<file path="config.mk">
export PLATFORM = sky130hd
export DESIGN_NAME = seg7_msg_decoder
export DESIGN_NICKNAME = d
export VERILOG_FILES = /design/src/rtl/seg7_glyph_pkg.sv /design/src/rtl/seg7_stable_filter.sv /design/src/rtl/seg7_msg_decoder.sv
export SDC_FILE = /design/constraint.sdc
export NUM_CORES = 1
export LEC_CHECK = 0
export ABC_AREA = 1
export CAP_MARGIN = 20
export CORE_UTILIZATION = 29
export DETAILED_ROUTE_END_ITERATION = 8
export MAX_ROUTING_LAYER = met4
export PLACE_DENSITY = 0.51
export SKIP_LAST_GASP = 1
export SYNTH_ARGS = -nofsm -noshare
export SYNTH_HDL_FRONTEND = slang
export SYNTH_SLANG_ARGS = --single-unit
</file>
<file path="constraint.sdc">
create_clock -name clk -period 2.4 [get_ports clk]
set_clock_uncertainty 0.1 [all_clocks]
set_input_delay 0.6 -clock clk [delete_from_list [all_inputs] [get_ports clk]]
set_output_delay 0.6 -clock clk [all_outputs]
set_load 0.02 [all_outputs]
</file>
<file path="src/rtl/seg7_glyph_pkg.sv">
// Shared constants for the 7-segment message decoder: common-anode segment
// patterns, glyph codes, the expected HELLOASIC sequence and the decode table.
package seg7_glyph_pkg;

    // Common-anode patterns on bits 6:0 (G..A); a 0 lights the segment.
    localparam logic [6:0] SEG_BLANK = 7'h7F;
    localparam logic [6:0] SEG_H     = 7'h09;
    localparam logic [6:0] SEG_E     = 7'h06;
    localparam logic [6:0] SEG_L     = 7'h47;
    localparam logic [6:0] SEG_O     = 7'h40;
    localparam logic [6:0] SEG_A     = 7'h08;
    localparam logic [6:0] SEG_S     = 7'h12;
    localparam logic [6:0] SEG_I     = 7'h4F;
    localparam logic [6:0] SEG_C     = 7'h46;

    typedef enum logic [3:0] {
        GLYPH_BLANK   = 4'h0,
        GLYPH_H       = 4'h1,
        GLYPH_E       = 4'h2,
        GLYPH_L       = 4'h3,
        GLYPH_O       = 4'h4,
        GLYPH_A       = 4'h5,
        GLYPH_S       = 4'h6,
        GLYPH_I       = 4'h7,
        GLYPH_C       = 4'h8,
        GLYPH_UNKNOWN = 4'hF
    } glyph_code_e;

    localparam int MSG_LEN = 9;

    localparam logic [3:0] IDX_SEEK = 4'd0;
    localparam logic [3:0] IDX_RESYNC = 4'd1;
    localparam logic [3:0] IDX_LAST = 4'd8;

    localparam glyph_code_e EXPECT_MSG [0:MSG_LEN-1] = '{
        GLYPH_H, GLYPH_E, GLYPH_L, GLYPH_L, GLYPH_O,
        GLYPH_A, GLYPH_S, GLYPH_I, GLYPH_C
    };

    function automatic glyph_code_e decode_glyph(input logic [6:0] seg);
        glyph_code_e code;
        unique case (seg)
            SEG_BLANK: code = GLYPH_BLANK;
            SEG_H:     code = GLYPH_H;
            SEG_E:     code = GLYPH_E;
            SEG_L:     code = GLYPH_L;
            SEG_O:     code = GLYPH_O;
            SEG_A:     code = GLYPH_A;
            SEG_S:     code = GLYPH_S;
            SEG_I:     code = GLYPH_I;
            SEG_C:     code = GLYPH_C;
            default:   code = GLYPH_UNKNOWN;
        endcase
        return code;
    endfunction

endpackage

</file>
<file path="src/rtl/seg7_stable_filter.sv">
// Debounce for the segment bus: a pattern must repeat STABLE_CYCLES times in a
// row and differ from the last accepted pattern before it is passed on.
module seg7_stable_filter
    import seg7_glyph_pkg::*;
#(
    parameter int STABLE_CYCLES = 4
) (
    input  logic       clk,
    input  logic       reset,
    input  logic [6:0] i_seg,
    output logic       o_accept,
    output logic [6:0] o_pattern
);

    localparam logic [7:0] CNT_TARGET = 8'(STABLE_CYCLES);

    logic [6:0] r_s_q;
    logic [6:0] r_acc_q;
    logic [7:0] r_cnt;
    logic       w_same;
    logic       w_reach;

    assign w_same    = (i_seg == r_s_q);
    // Counter is about to step onto the target on this edge.
    assign w_reach   = w_same && (r_cnt == CNT_TARGET - 8'd1);
    assign o_accept  = w_reach && (r_s_q != r_acc_q);
    assign o_pattern = r_s_q;

    // NOTE: non-blocking assignments so every register samples pre-edge values.
    always_ff @(posedge clk) begin
        if (reset) begin
            r_s_q   <= SEG_BLANK;
            r_acc_q <= SEG_BLANK;
            r_cnt   <= 8'd0;
        end else begin
            r_s_q <= i_seg;
            if (!w_same) begin
                r_cnt <= 8'd0;
            end else if (r_cnt != CNT_TARGET) begin
                r_cnt <= r_cnt + 8'd1;
            end
            if (o_accept) begin
                r_acc_q <= r_s_q;
            end
        end
    end

endmodule

</file>
<file path="src/rtl/seg7_msg_decoder.sv">
// Decodes filtered segment patterns to glyph codes and follows the
// HELLOASIC sequence, pulsing on completion and on ordering errors.
module seg7_msg_decoder
    import seg7_glyph_pkg::*;
#(
    parameter int STABLE_CYCLES = 4
) (
    input  logic       clk,
    input  logic       reset,
    input  logic [7:0] seg_in,
    output logic [3:0] glyph,
    output logic       glyph_valid,
    output logic       glyph_unknown,
    output logic       msg_done,
    output logic       msg_error,
    output logic [3:0] err_count
);

    logic        w_accept;
    logic [6:0]  w_pattern;
    glyph_code_e w_code;
    logic        w_take;
    logic        w_match;
    logic        w_unused_dp;
    logic [3:0]  w_idx_next;
    logic        w_done_next;
    logic        w_error_next;

    logic [3:0]  r_idx;
    logic [3:0]  r_glyph;
    logic        r_glyph_valid;
    logic        r_glyph_unknown;
    logic        r_msg_done;
    logic        r_msg_error;
    logic [3:0]  r_err_count;

    // The decimal point carries no glyph information.
    assign w_unused_dp = seg_in[7];

    seg7_stable_filter #(
        .STABLE_CYCLES (STABLE_CYCLES)
    ) u_filter (
        .clk       (clk),
        .reset     (reset),
        .i_seg     (seg_in[6:0]),
        .o_accept  (w_accept),
        .o_pattern (w_pattern)
    );

    assign w_code  = decode_glyph(w_pattern);
    assign w_take  = w_accept && (w_code != GLYPH_BLANK);
    assign w_match = (w_code == EXPECT_MSG[r_idx]);

    always_ff @(posedge clk) begin
        if (reset) begin
            r_idx <= IDX_SEEK;
        end else begin
            r_idx <= w_idx_next;
        end
    end

    // NOTE: default assignment first so no path through always_comb leaves a latch.
    always_comb begin
        w_idx_next = r_idx;
        if (w_take) begin
            if (w_match) begin
                w_idx_next = (r_idx == IDX_LAST) ? IDX_SEEK : r_idx + 4'd1;
            end else begin
                // An unexpected H can only start a new message.
                w_idx_next = (w_code == GLYPH_H) ? IDX_RESYNC : IDX_SEEK;
            end
        end
    end

    always_comb begin
        w_done_next  = w_take && w_match && (r_idx == IDX_LAST);
        w_error_next = w_take && !w_match;
    end

    always_ff @(posedge clk) begin
        if (reset) begin
            r_glyph         <= 4'h0;
            r_glyph_valid   <= 1'b0;
            r_glyph_unknown <= 1'b0;
            r_msg_done      <= 1'b0;
            r_msg_error     <= 1'b0;
            r_err_count     <= 4'd0;
        end else begin
            r_glyph_valid   <= w_take;
            r_glyph_unknown <= w_take && (w_code == GLYPH_UNKNOWN);
            r_msg_done      <= w_done_next;
            r_msg_error     <= w_error_next;
            if (w_take) begin
                r_glyph <= w_code;
            end
            if (w_error_next && (r_err_count != 4'hF)) begin
                r_err_count <= r_err_count + 4'd1;
            end
        end
    end

    assign glyph         = r_glyph;
    assign glyph_valid   = r_glyph_valid;
    assign glyph_unknown = r_glyph_unknown;
    assign msg_done      = r_msg_done;
    assign msg_error     = r_msg_error;
    assign err_count     = r_err_count;

endmodule

</file>
Word level (Yosys, flattened, before mapping) --
Memory sizes are Yosys's and may differ from the RTL's. Index checks and enable logic that the tools add are counted.
Word-level totals: bits in registers 38, ROM bits 64, input bits 10, output and inout port bits 12, logic and storage cells 52, memories kept 1
Memories:
- (no name shown) | words 16, width 4, rd ports 1, clocked after Yosys merged registers in 0, write ports 0, RTL line seg7_msg_decoder.sv:52 | assign w_match = (w_code == EXPECT_MSG[r_idx]);
Cells by class: add/sub/neg operators 3, order comparisons 1, equal/unequal tests 18, multiplexer cells 6, bitwise gates (word level) 2, reduce and logical (&&, ||, !) cells 11
Operator list (count):
- 4-bit case mux with 9 select lines | 1
- 7-bit equality test, second input constant | 5
- 4-bit two-way mux | 4
- 7-bit by 4-bit equality test with 1-bit output, second input constant | 2
- 4-bit by 1-bit adder with 4-bit output, second input constant | 2
- 8-bit by 1-bit adder with 8-bit output, second input constant | 1
- 4-bit equality test, second input constant | 2
- 8-bit by 2-bit equality test with 1-bit output, second input constant | 1
- 1-bit logical AND | 8
- 8-bit by 3-bit != test with 1-bit output, second input constant | 1
- 7-bit by 3-bit equality test with 1-bit output, second input constant | 1
- 7-bit by 5-bit equality test with 1-bit output, second input constant | 1
- 7-bit equality test | 1
- 7-bit != test | 1
- 5-bit greater-or-equal comparator, second input constant | 1
- 4-bit NOT with 5-bit output | 1
- 4-bit by 1-bit equality test with 1-bit output, second input constant | 1
- 4-bit equality test | 1
- 4-bit != test, second input constant | 1
- 4-bit nonzero test | 1
- 2-bit OR reduction | 1
- 1-bit zero test | 1
- 1-bit two-way mux | 1
- 1-bit NOT | 1

Longest topological paths before layout --
Gate-level depths: netlist of the first run.
depth after elaboration 8, gate-level depth with buffers 17, gate-level depth less buffers 16

Modules after synthesis --
Synthesis of the first run repeated with hierarchy kept, for this count alone.
Unflattened totals: cell total of the unflattened synthesis 339, area, all modules 2270.9 µm²
By module, submodules not included:
- seg7_msg_decoder | instances 1, cells each 187, area an instance 1136.1 µm²
- seg7_stable_filter | instances 1, cells each 152, area an instance 1134.8 µm²

Least setup slack after synthesis of the first run --
Ideal clock, no wire load.
kind input port to flip-flop, start point input port seg_in[4], end point register r_err_count[2] (netlist: err_count[2]), library setup time 0.131 ns, data arrival time 1.653 ns, required time 2.169 ns, setup slack 0.517 ns, stages 8, path buffers 0, cell sequence xnor2_1 nand3_1 nor2_2 nand3_1 nor2_1 nand3_2 nand2_1 a21oi_2
Between the ends: longest elaborated chain between the ends 6
RTL lines:
- start: declaration | RTL line seg7_msg_decoder.sv:10 | input logic [7:0] seg_in,
- 7-bit equality test | RTL line seg7_stable_filter.sv:23 | assign w_same = (i_seg == r_s_q);
- 1-bit logical AND | RTL line seg7_stable_filter.sv:25 | assign w_reach = w_same && (r_cnt == CNT_TARGET - 8'd1);
- 1-bit logical AND | RTL line seg7_stable_filter.sv:26 | assign o_accept = w_reach && (r_s_q != r_acc_q);
- 1-bit logical AND | RTL line seg7_msg_decoder.sv:51 | assign w_take = w_accept && (w_code != GLYPH_BLANK);
- 1-bit logical AND | RTL line seg7_msg_decoder.sv:77 | w_error_next = w_take && !w_match;
- 1-bit logical AND | RTL line seg7_msg_decoder.sv:96 | if (w_error_next && (r_err_count != 4'hF)) begin
- end signal: assignment | RTL line seg7_msg_decoder.sv:97 | r_err_count <= r_err_count + 4'd1;
- end: declaration | RTL line seg7_msg_decoder.sv:35 | logic [3:0] r_err_count;
No other way between the ends. A chain may end at the register's enable or synchronous reset.

Worst setup path after layout of the first run --
start point register u_filter.r_s_q[1] (netlist: u_filter.o_pattern[1]), end point register r_idx[0]
Between the ends: longest elaborated chain between the ends 5
RTL lines:
- start: declaration | RTL line seg7_stable_filter.sv:17 | logic [6:0] r_s_q;
- start signal: assignment | RTL line seg7_stable_filter.sv:36 | r_s_q <= i_seg;
- 7-bit equality test, or another cell as far along | RTL line seg7_glyph_pkg.sv:42 | unique case (seg)
- 4-bit case mux with 9 select lines | RTL line seg7_glyph_pkg.sv:42
- 4-bit by 1-bit equality test with 1-bit output | RTL line seg7_msg_decoder.sv:70 | w_idx_next = (w_code == GLYPH_H) ? IDX_RESYNC : IDX_SEEK;
- 1-bit two-way mux | RTL line seg7_msg_decoder.sv:70
- 4-bit two-way mux | RTL line seg7_msg_decoder.sv:66 | if (w_match) begin
- end signal: assignment | RTL line seg7_msg_decoder.sv:58 | r_idx <= w_idx_next;
- end: declaration | RTL line seg7_msg_decoder.sv:29 | logic [3:0] r_idx;
Parallel ways exist; a longest one is shown, timed or not.

==> flow_metrics.tcl, run 1 <==
set metrics [dict create \
    outcome "finished clean" \
    timing.critical_path.mode_cell "sky130_fd_sc_hd__nand2_1" \
    critical_path_buf_inv_count 0 \
    postSynthRegisterBits 38 \
    numCtsBuffers 5 \
    numPortBuffers 20 \
    clkSlewWorstSetupHoldPaths_ps 70 \
    timing.final.max_slew_violations 0 \
    p_total_uw 1160 \
    leakagePower_uw 0.00103 \
    dpl_worst_slack_ps -38.5 \
    layout_setup_ws_ps 287 \
    tritoncts_clock_tree "done" \
    synthDistinctLibCells 31 \
    dominantRegCellSynth "sky130_fd_sc_hd__dfxtp_1" \
    post-route-min-period_ps 2110 \
    antenna_cells 0 \
    cts.root.buffer_cell "sky130_fd_sc_hd__clkbuf_8" \
    clock_insertion_delay_worst_skew_ps 290 \
    p_per_area_nw_per_um2 466 \
    post_drt_antenna_nets 0 \
    final-setup-viol-count 0 \
    global_route_wire_length_before_repair_mm 7.43 \
    cts.sinks 38 \
    timing.critical_path.fanout_max 9 \
    detailed_routing_iteration_count_for_the_pre_antenna_repair_pass 4 \
    max-slew-margin-rel_pct 73.4 \
    worstSetupEndpointType "flop" \
    clock_tree_buf_depth 2 \
    io_pins 22 \
    chipWidth_um 86.6 \
    mappedNetlistArea_um2 2080 \
    grt_max_degree 22 \
    post_cts_hold_buffer_count 0 \
    route.detailed.vias_per_inst 4.43 \
    final.period_utilization_pct 88.0 \
    postCtsSetupBuffers 0 \
    detail_route.drc_violations 0 \
    worst_path_dominant_cell_family "simple AND/OR/NAND/NOR gates" \
    grt_pass1_vias 1658 \
    cap_viol_max_count 0 \
    finish.net_count 320 \
    peakVddDrop_v 0.000211 \
    number_of_enable_type_register_cells_in_the_synthesized_netlist 0 \
    final.fill_count 722 \
    tightest_slew_ps 399 \
    layout-area-overhead-vs-synth_pct 19.9 \
    synth_warnings 0 \
    detailed_place_hpwl_mm 3.21 \
    total_routing_usage_gr_pct 13.1 \
    num_vias 1770 \
    globalplace.congestion 0.832 \
    floorplan.initialDensity_pct 30.2 \
    path_cells "nand2_2, nor2_2, nand2_1, o21ai_2, nor2_4, nand2_4, nand2_1, nand2_1, nand2_1, nor2_4, nand2_4, nand3_1, nand2_1, nor2_1, nor2_1" \
    hp-class "reg -> reg" \
    ys_async_sr_fraction_pct 0 \
    crit_slowest_cell "sky130_fd_sc_hd__dfxtp_1" \
    die_area_um2 7500 \
    worst-endpoint-required_ps 2480 \
    critical_path.max_stage_delay_ps 570 \
    floorplan.core_area_um2 6870 \
    arrival_ps 2200 \
    post_route_cells_drive_above_1_share_pct 16.1 \
    synth.avg_cell_area_um2 7.47 \
    finalHoldViolations 0 \
    setup_repair_after_global_routing_missed_its_margin "false" \
    drt-wirelength-per-cell_um 10.7 \
    cts.repair.resized 0 \
    fin_util_pct 36.2 \
    netlist_instances 278 \
    die_h_um 86.6 \
    timing.critical_path.from_type "flop" \
    synth_nets 294 \
    drt_iter0_drc 49 \
    max_clock_freq_ghz 0.473 \
    hold-worst-slack_ps 371 \
    sequential_share_of_the_synthesized_area_pct 36.6 \
    std_cell_rows 30 \
    post_detailed_routing_wire_length_mm 4.29 \
    grt_antenna_before_repair 0 \
    htree_num_levels 2 \
    gr-total-overflow 0 \
    criticalPathCategory "reg -> reg" \
]
placed cells by master, fill, tap and decap left out, types with 3 or more instances in the layout:
cell,netlist,final
sky130_fd_sc_hd__nand2_1,52,52
sky130_fd_sc_hd__dfxtp_1,38,38
sky130_fd_sc_hd__nor2_1,30,30
sky130_fd_sc_hd__inv_1,21,21
sky130_fd_sc_hd__clkdlybuf4s50_1,0,20
sky130_fd_sc_hd__nand3_1,18,18
sky130_fd_sc_hd__xnor2_1,14,14
sky130_fd_sc_hd__a21oi_1,13,13
sky130_fd_sc_hd__xor2_1,9,9
sky130_fd_sc_hd__nand4_1,9,9
sky130_fd_sc_hd__o211ai_1,8,8
sky130_fd_sc_hd__or2_2,8,8
sky130_fd_sc_hd__inv_2,7,7
sky130_fd_sc_hd__buf_4,1,7
sky130_fd_sc_hd__nor2_2,6,6
sky130_fd_sc_hd__ha_1,6,6
sky130_fd_sc_hd__nor3_1,5,5
sky130_fd_sc_hd__clkbuf_8,0,5
sky130_fd_sc_hd__nand2_2,4,4
sky130_fd_sc_hd__nand2_4,4,4
sky130_fd_sc_hd__nor2_4,3,3
sky130_fd_sc_hd__o21ai_0,3,3
flip-flops by register name, summed over array words and instances (netlist names):
name                flops
msg_done                1
u_filter.r_acc_q        7
u_filter.r_cnt          8
err_count               4
glyph_valid             1
msg_error               1
glyph_unknown           1
r_idx                   4
glyph                   4
u_filter.o_pattern      7
cells by family (layout without fill, tap and decap cells):
| family | count (synthesis) | in the layout | share of synthesized area, % |
|---|---|---|---|
| simple gates | 145 | 145 | 34.5 |
| xor+xnor | 23 | 23 | 9.70 |
| fa+ha+maj | 6 | 6 | 3.61 |
| flops | 38 | 38 | 36.6 |
| buf+inv | 37 | 63 | 7.05 |
| compound gates | 29 | 29 | 8.55 |
path summary, 6_finish.rpt:
| check | slack [ps] | to | cells past startpoint | start |
|---|---|---|---|---|
| worst max register to register | 290 | r_idx[0] | 15 | u_filter.o_pattern[1] |
| worst max-delay path | 290 | r_idx[0] | 15 | u_filter.o_pattern[1] |
| worst min-delay path | 370 | glyph[1] | 2 | glyph[1] |
| worst min register to register | 370 | glyph[1] | 2 | glyph[1] |
layer usage:
metal  share of wire (%)  GRT usage, %  vias to the layer above  wire [µm]
li1                    -             -                      947          -
met4                 2.0          5.91                        0         85
met3                 3.1          3.33                        7        132
met5                   0             -                        -          0
met2                  44          20.1                       19       1870
met1                  51          16.2                      797       2210
metrics by stage:
step	area (µm²)	TNS, ps	instances
after floorplan	2080	0	278
after global placement	2410	-16.4	393
after detailed placement	2410	-102	393
after CTS	2490	0	400
after global routing	2490	0	400
final	2490	0	400
final cells by class:
| cell class | count | area, µm² | share of cell area (%) |
|---|---|---|---|
| clock buffer | 7 | 76.3 | 3.07 |
| inverter | 29 | 110 | 4.42 |
| tap | 96 | 120 | 4.82 |
| sequential | 38 | 761 | 30.6 |
| multi-input combinational | 203 | 1170 | 47.0 |
| timing repair buffer | 27 | 253 | 10.2 |
cell usage after synthesis (2+ instances only):
cell type | instances | share of area [%]
sky130_fd_sc_hd__nand3_2 | 2 | 0.96
sky130_fd_sc_hd__nand2_1 | 52 | 9.4
sky130_fd_sc_hd__inv_2 | 7 | 1.3
sky130_fd_sc_hd__dfxtp_1 | 38 | 37
sky130_fd_sc_hd__clkbuf_1 | 5 | 0.90
sky130_fd_sc_hd__nor2_2 | 6 | 1.8
sky130_fd_sc_hd__xor2_1 | 9 | 3.8
sky130_fd_sc_hd__o21ai_0 | 3 | 0.72
sky130_fd_sc_hd__nand2_4 | 4 | 2.2
sky130_fd_sc_hd__nand4_1 | 9 | 2.7
sky130_fd_sc_hd__nor3_1 | 5 | 1.2
sky130_fd_sc_hd__or2_2 | 8 | 2.4
sky130_fd_sc_hd__inv_1 | 21 | 3.8
sky130_fd_sc_hd__nand3_1 | 18 | 4.3
sky130_fd_sc_hd__xnor2_1 | 14 | 5.9
sky130_fd_sc_hd__nor2_1 | 30 | 5.4
sky130_fd_sc_hd__a31oi_1 | 2 | 0.60
sky130_fd_sc_hd__a21oi_1 | 13 | 3.1
sky130_fd_sc_hd__buf_2 | 2 | 0.48
sky130_fd_sc_hd__ha_1 | 6 | 3.6
sky130_fd_sc_hd__o211ai_1 | 8 | 2.9
sky130_fd_sc_hd__nor4_1 | 2 | 0.60
sky130_fd_sc_hd__nand2_2 | 4 | 1.2
sky130_fd_sc_hd__nor2_4 | 3 | 1.6
power by group:
group	total, µW	switching [µW]	internal, µW
clock	418	218	200
combinational	91.5	49.0	42.6
sequential	651	14.1	637
worst register-to-register path, cell delays in order, from the launching register on:
cell and delay [ps]:
sky130_fd_sc_hd__dfxtp_1 570, sky130_fd_sc_hd__nand2_2 110, sky130_fd_sc_hd__nor2_2 130, sky130_fd_sc_hd__nand2_1 100, sky130_fd_sc_hd__o21ai_2 90, sky130_fd_sc_hd__nor2_4 70, sky130_fd_sc_hd__nand2_4 100, sky130_fd_sc_hd__nand2_1 80
sky130_fd_sc_hd__nand2_1 60, sky130_fd_sc_hd__nand2_1 100, sky130_fd_sc_hd__nor2_4 130, sky130_fd_sc_hd__nand2_4 100, sky130_fd_sc_hd__nand3_1 80, sky130_fd_sc_hd__nand2_1 50, sky130_fd_sc_hd__nor2_1 100, sky130_fd_sc_hd__nor2_1 40
No activity file was read; power rests on OpenSTA's default activity.
==> run 2, diff against run 1 <==
--- a/config.mk
+++ b/config.mk
@@ -5,12 +5,14 @@
 export SDC_FILE = /design/constraint.sdc
 export NUM_CORES = 1
 export LEC_CHECK = 0
-export ABC_AREA = 1
+export ABC_AREA = 0
 export CAP_MARGIN = 20
+export CELL_PAD_IN_SITES_DETAIL_PLACEMENT = 0
+export CELL_PAD_IN_SITES_GLOBAL_PLACEMENT = 2
 export CORE_UTILIZATION = 29
 export DETAILED_ROUTE_END_ITERATION = 8
 export MAX_ROUTING_LAYER = met4
-export PLACE_DENSITY = 0.51
+export PLACE_DENSITY = 0.73
 export SKIP_LAST_GASP = 1
 export SYNTH_ARGS = -nofsm -noshare
 export SYNTH_HDL_FRONTEND = slang
==> constraint.sdc (replaced) <==
create_clock -name clk -period 2.4 [get_ports clk]
set_clock_uncertainty 0.1 [all_clocks]
set_input_delay 0.6 -clock clk [delete_from_list [all_inputs] [get_ports clk]]
set_output_delay 0.6 -clock clk [all_outputs]
set_load 0.1 [all_outputs]
==> run 2 against run 1 <==
  * The run now ends with negative setup slack left
  * Non-clock buffer count increased by 31
  * Fmax decreased by 12%
  * Final area increased by 10%
  * Core utilization increased by 4.1 points
  * Register-to-register slack got worse by 290 ps
  * Largest power group unchanged
==> flow_metrics.tcl, run 2 <==
set metrics [dict create \
    post_detailed_routing_wire_length_mm 4.66 \
    clock_tree_buf_depth 2 \
    p_per_area_nw_per_um2 449 \
    layout-area-overhead-vs-synth_pct 33.9 \
    chipWidth_um 86.0 \
    mappedNetlistArea_um2 2050 \
    synth_top_area_share_pct 37.1 \
    floorplan.core_area_um2 6790 \
    setup_tns_ps -2.52 \
    max-slew-margin-rel_pct 79.4 \
    number_of_enable_type_register_cells_in_the_synthesized_netlist 0 \
    synth_largest_area_cell "sky130_fd_sc_hd__dfxtp_1" \
    detail_route.drc_violations 0 \
    synth.cells.most_frequent "38 x sky130_fd_sc_hd__dfxtp_1, 18 x sky130_fd_sc_hd__nor2_1, 13 x sky130_fd_sc_hd__nand3_1, 13 x sky130_fd_sc_hd__xor2_1, 12 x sky130_fd_sc_hd__xnor2_1" \
    finish.net_count 297 \
    crit_slowest_cell "sky130_fd_sc_hd__or4_4" \
    total_routing_usage_gr_pct 13.9 \
    hp-class "reg -> reg" \
    finalHoldViolations 0 \
    dominantRegCellSynth "sky130_fd_sc_hd__dfxtp_1" \
    synth_simple_gate_area_share_pct 28.9 \
    worst_path_dominant_cell_family "simple AND/OR/NAND/NOR gates" \
    drt-wirelength-per-cell_um 12.3 \
    num_vias 1744 \
    hp-start "glyph[2]" \
    sequential_share_of_the_synthesized_area_pct 37.1 \
    postSynthRegisterBits 38 \
    grt_antenna_before_repair 0 \
    tightest_slew_ps 300 \
    die_h_um 86.0 \
    post_route_cells_drive_above_1_share_pct 30.9 \
    synthDistinctLibCells 51 \
    criticalPathCategory "reg -> reg" \
    numPortBuffers 20 \
    global_route_wire_length_before_repair_mm 7.80 \
    worstSetupEndpointType "flop" \
    synth.area.top_cells "sky130_fd_sc_hd__dfxtp_1 37%, sky130_fd_sc_hd__xor2_1 5.6%, sky130_fd_sc_hd__xnor2_1 5.1%" \
    io_pins 22 \
    violations "negative setup slack" \
    layout.cells.most_common "sky130_fd_sc_hd__buf_4" \
    p_total_uw 1230 \
    clock_insertion_delay_worst_skew_ps 290 \
    max_clock_freq_ghz 0.416 \
    gr-total-overflow 0 \
    grt_max_degree 16 \
    floorplan.initialDensity_pct 30.1 \
    outcome "finished with violations" \
    post_drt_antenna_nets 0 \
    tritoncts_clock_tree "done" \
    layout_setup_ws_ps -2.52 \
    final.fill_count 700 \
    netlist_instances 229 \
    largest_reg_flops 8 \
    final.period_utilization_pct 100 \
    synth_nets 245 \
    numCtsBuffers 5 \
    cts.root.buffer_cell "sky130_fd_sc_hd__clkbuf_8" \
    timing.critical_path.from_type "flop" \
    cap_viol_max_count 0 \
    timing.final.max_slew_violations 0 \
    drt_iter0_drc 75 \
    die_area_um2 7400 \
    clkSlewWorstSetupHoldPaths_ps 80 \
    combinational_family_with_the_most_area_after_synthesis "simple AND/OR/NAND/NOR gates" \
    detailed_place.area_um2 2590 \
    path_cells "or4_4, nor4b_4, nand3_2, or3b_4, buf_6, or3_1, a21oi_1" \
    detailed_routing_iteration_count_for_the_pre_antenna_repair_pass 4 \
    grt_pass1_vias 1577 \
    dpl_worst_slack_ps -559 \
    leading_cell_types_in_the_layout_fill_and_taps_excluded "46 x sky130_fd_sc_hd__buf_4, 33 x sky130_fd_sc_hd__dfxtp_1, 18 x sky130_fd_sc_hd__nor2_1" \
    final-setup-viol-count 1 \
    critical_path_buf_inv_count 1 \
    synth.avg_cell_area_um2 8.94 \
    setup_repair_after_global_routing_missed_its_margin "true" \
    post-route-min-period_ps 2400 \
    peakVddDrop_v 0.000255 \
    hold-worst-slack_ps 373 \
    worst_setup_path_startpoint "u_filter.r_cnt[3]" \
    timing.rr.start "u_filter.r_cnt[3]" \
    post-route-cell-area_um2 2740 \
    regMostFlops "u_filter.r_cnt" \
    worst-endpoint-required_ps 2530 \
    cts.sinks 38 \
    detailed_place_hpwl_mm 3.52 \
    synth-adder-area-share_pct 3.67 \
    timing.critical_path.fanout_max 4 \
    globalplace.congestion 0.754 \
    yosys.area_share.xor_xnor_pct 10.7 \
    htree_num_levels 2 \
    synth_warnings 0 \
    yosys-mux-area-fraction_pct 4.40 \
    leakagePower_uw 0.00114 \
    antenna_cells 0 \
    critical_path.max_stage_delay_ps 550 \
    arrival_ps 2530 \
    ys_async_sr_fraction_pct 0 \
    synth-compound-area-share_pct 11.3 \
    post_cts_hold_buffer_count 0 \
    std_cell_rows 30 \
    synthMostInstantiatedCell "sky130_fd_sc_hd__dfxtp_1" \
    route.detailed.vias_per_inst 4.61 \
]
run 2: cell count changes in the layout (fill, tap and decap cells not counted), moves of 6 or more:
| cell | before | now |
|---|---|---|
| sky130_fd_sc_hd__nor2_1 | 30 | 18 |
| sky130_fd_sc_hd__buf_4 | 7 | 46 |
| sky130_fd_sc_hd__clkdlybuf4s50_1 | 20 | 1 |
| sky130_fd_sc_hd__nand2_1 | 52 | 7 |
| sky130_fd_sc_hd__o211ai_1 | 8 | 1 |
| sky130_fd_sc_hd__inv_1 | 21 | 7 |
| sky130_fd_sc_hd__mux2i_1 | 0 | 9 |
| sky130_fd_sc_hd__inv_2 | 7 | 0 |
| sky130_fd_sc_hd__nand4_1 | 9 | 2 |
| sky130_fd_sc_hd__nand2b_1 | 0 | 9 |
| sky130_fd_sc_hd__nor2_2 | 6 | 0 |
run 2: logic make-up after synthesis:
logic type	after synthesis
simple gates	96
flops	38
compound gates	35
xor+xnor	25
buf+inv	20
mux	9
fa+ha+maj	6
run 2: layout make-up:
cell class,instances,area [µm²],share of cell area (%)
clock buffer,6,82.6,3.01
clock inverter,2,12.5,0.456
inverter,7,26.3,0.958
multi-input combinational,171,1250,45.4
sequential,38,767,28.0
tap,96,120,4.38
timing repair buffer,58,488,17.8
run 2: worst paths after layout:
check | to | slack [ps] | cells after the start
hold reg to reg | glyph[2] | 370 | 2
setup reg to reg | err_count[0] | -3 | 7
setup / recovery | err_count[0] | -3 | 7
hold / removal | glyph[2] | 370 | 2
run 2: metal layers:
metal  GRT usage (%)  wire length [µm]  vias to the layer above
met5               -                 0                        -
met4            4.09                31                        0
met3            3.18               185                        4
met2            21.7              2150                       30
met1            17.7              2290                      802
li1                -                 -                      908
run 2: stage by stage:
| step | util [%] | std cells |
|---|---|---|
| after global routing | 40.4 | 378 |
| final | 40.4 | 378 |
| after CTS | 39.6 | 378 |
| after floorplan | - | 229 |
| after detailed placement | 38.2 | 370 |
| after global placement | 38.2 | 370 |
run 2: worst register-to-register path, stage by stage, from the launching register on:
cell	delay [ps]
sky130_fd_sc_hd__dfxtp_2	330
sky130_fd_sc_hd__or4_4	550
sky130_fd_sc_hd__nor4b_4	300
sky130_fd_sc_hd__nand3_2	110
sky130_fd_sc_hd__or3b_4	400
sky130_fd_sc_hd__buf_6	130
sky130_fd_sc_hd__or3_1	300
sky130_fd_sc_hd__a21oi_1	130
run 2: power by group:
| group | internal, µW | leakage (µW) | switching (µW) |
|---|---|---|---|
| combinational | 59.0 | 0.000782 | 52.3 |
| clock | 231 | 0.0000472 | 243 |
| sequential | 637 | 0.000308 | 9.70 |
| total | 927 | 0.00114 | 305 |
run 2: timing repair:
action,CTS,global route
pin swaps,10,4
endpoints found under the setup margin,9,8
gates resized for setup,11,15
buffers inserted,0,0
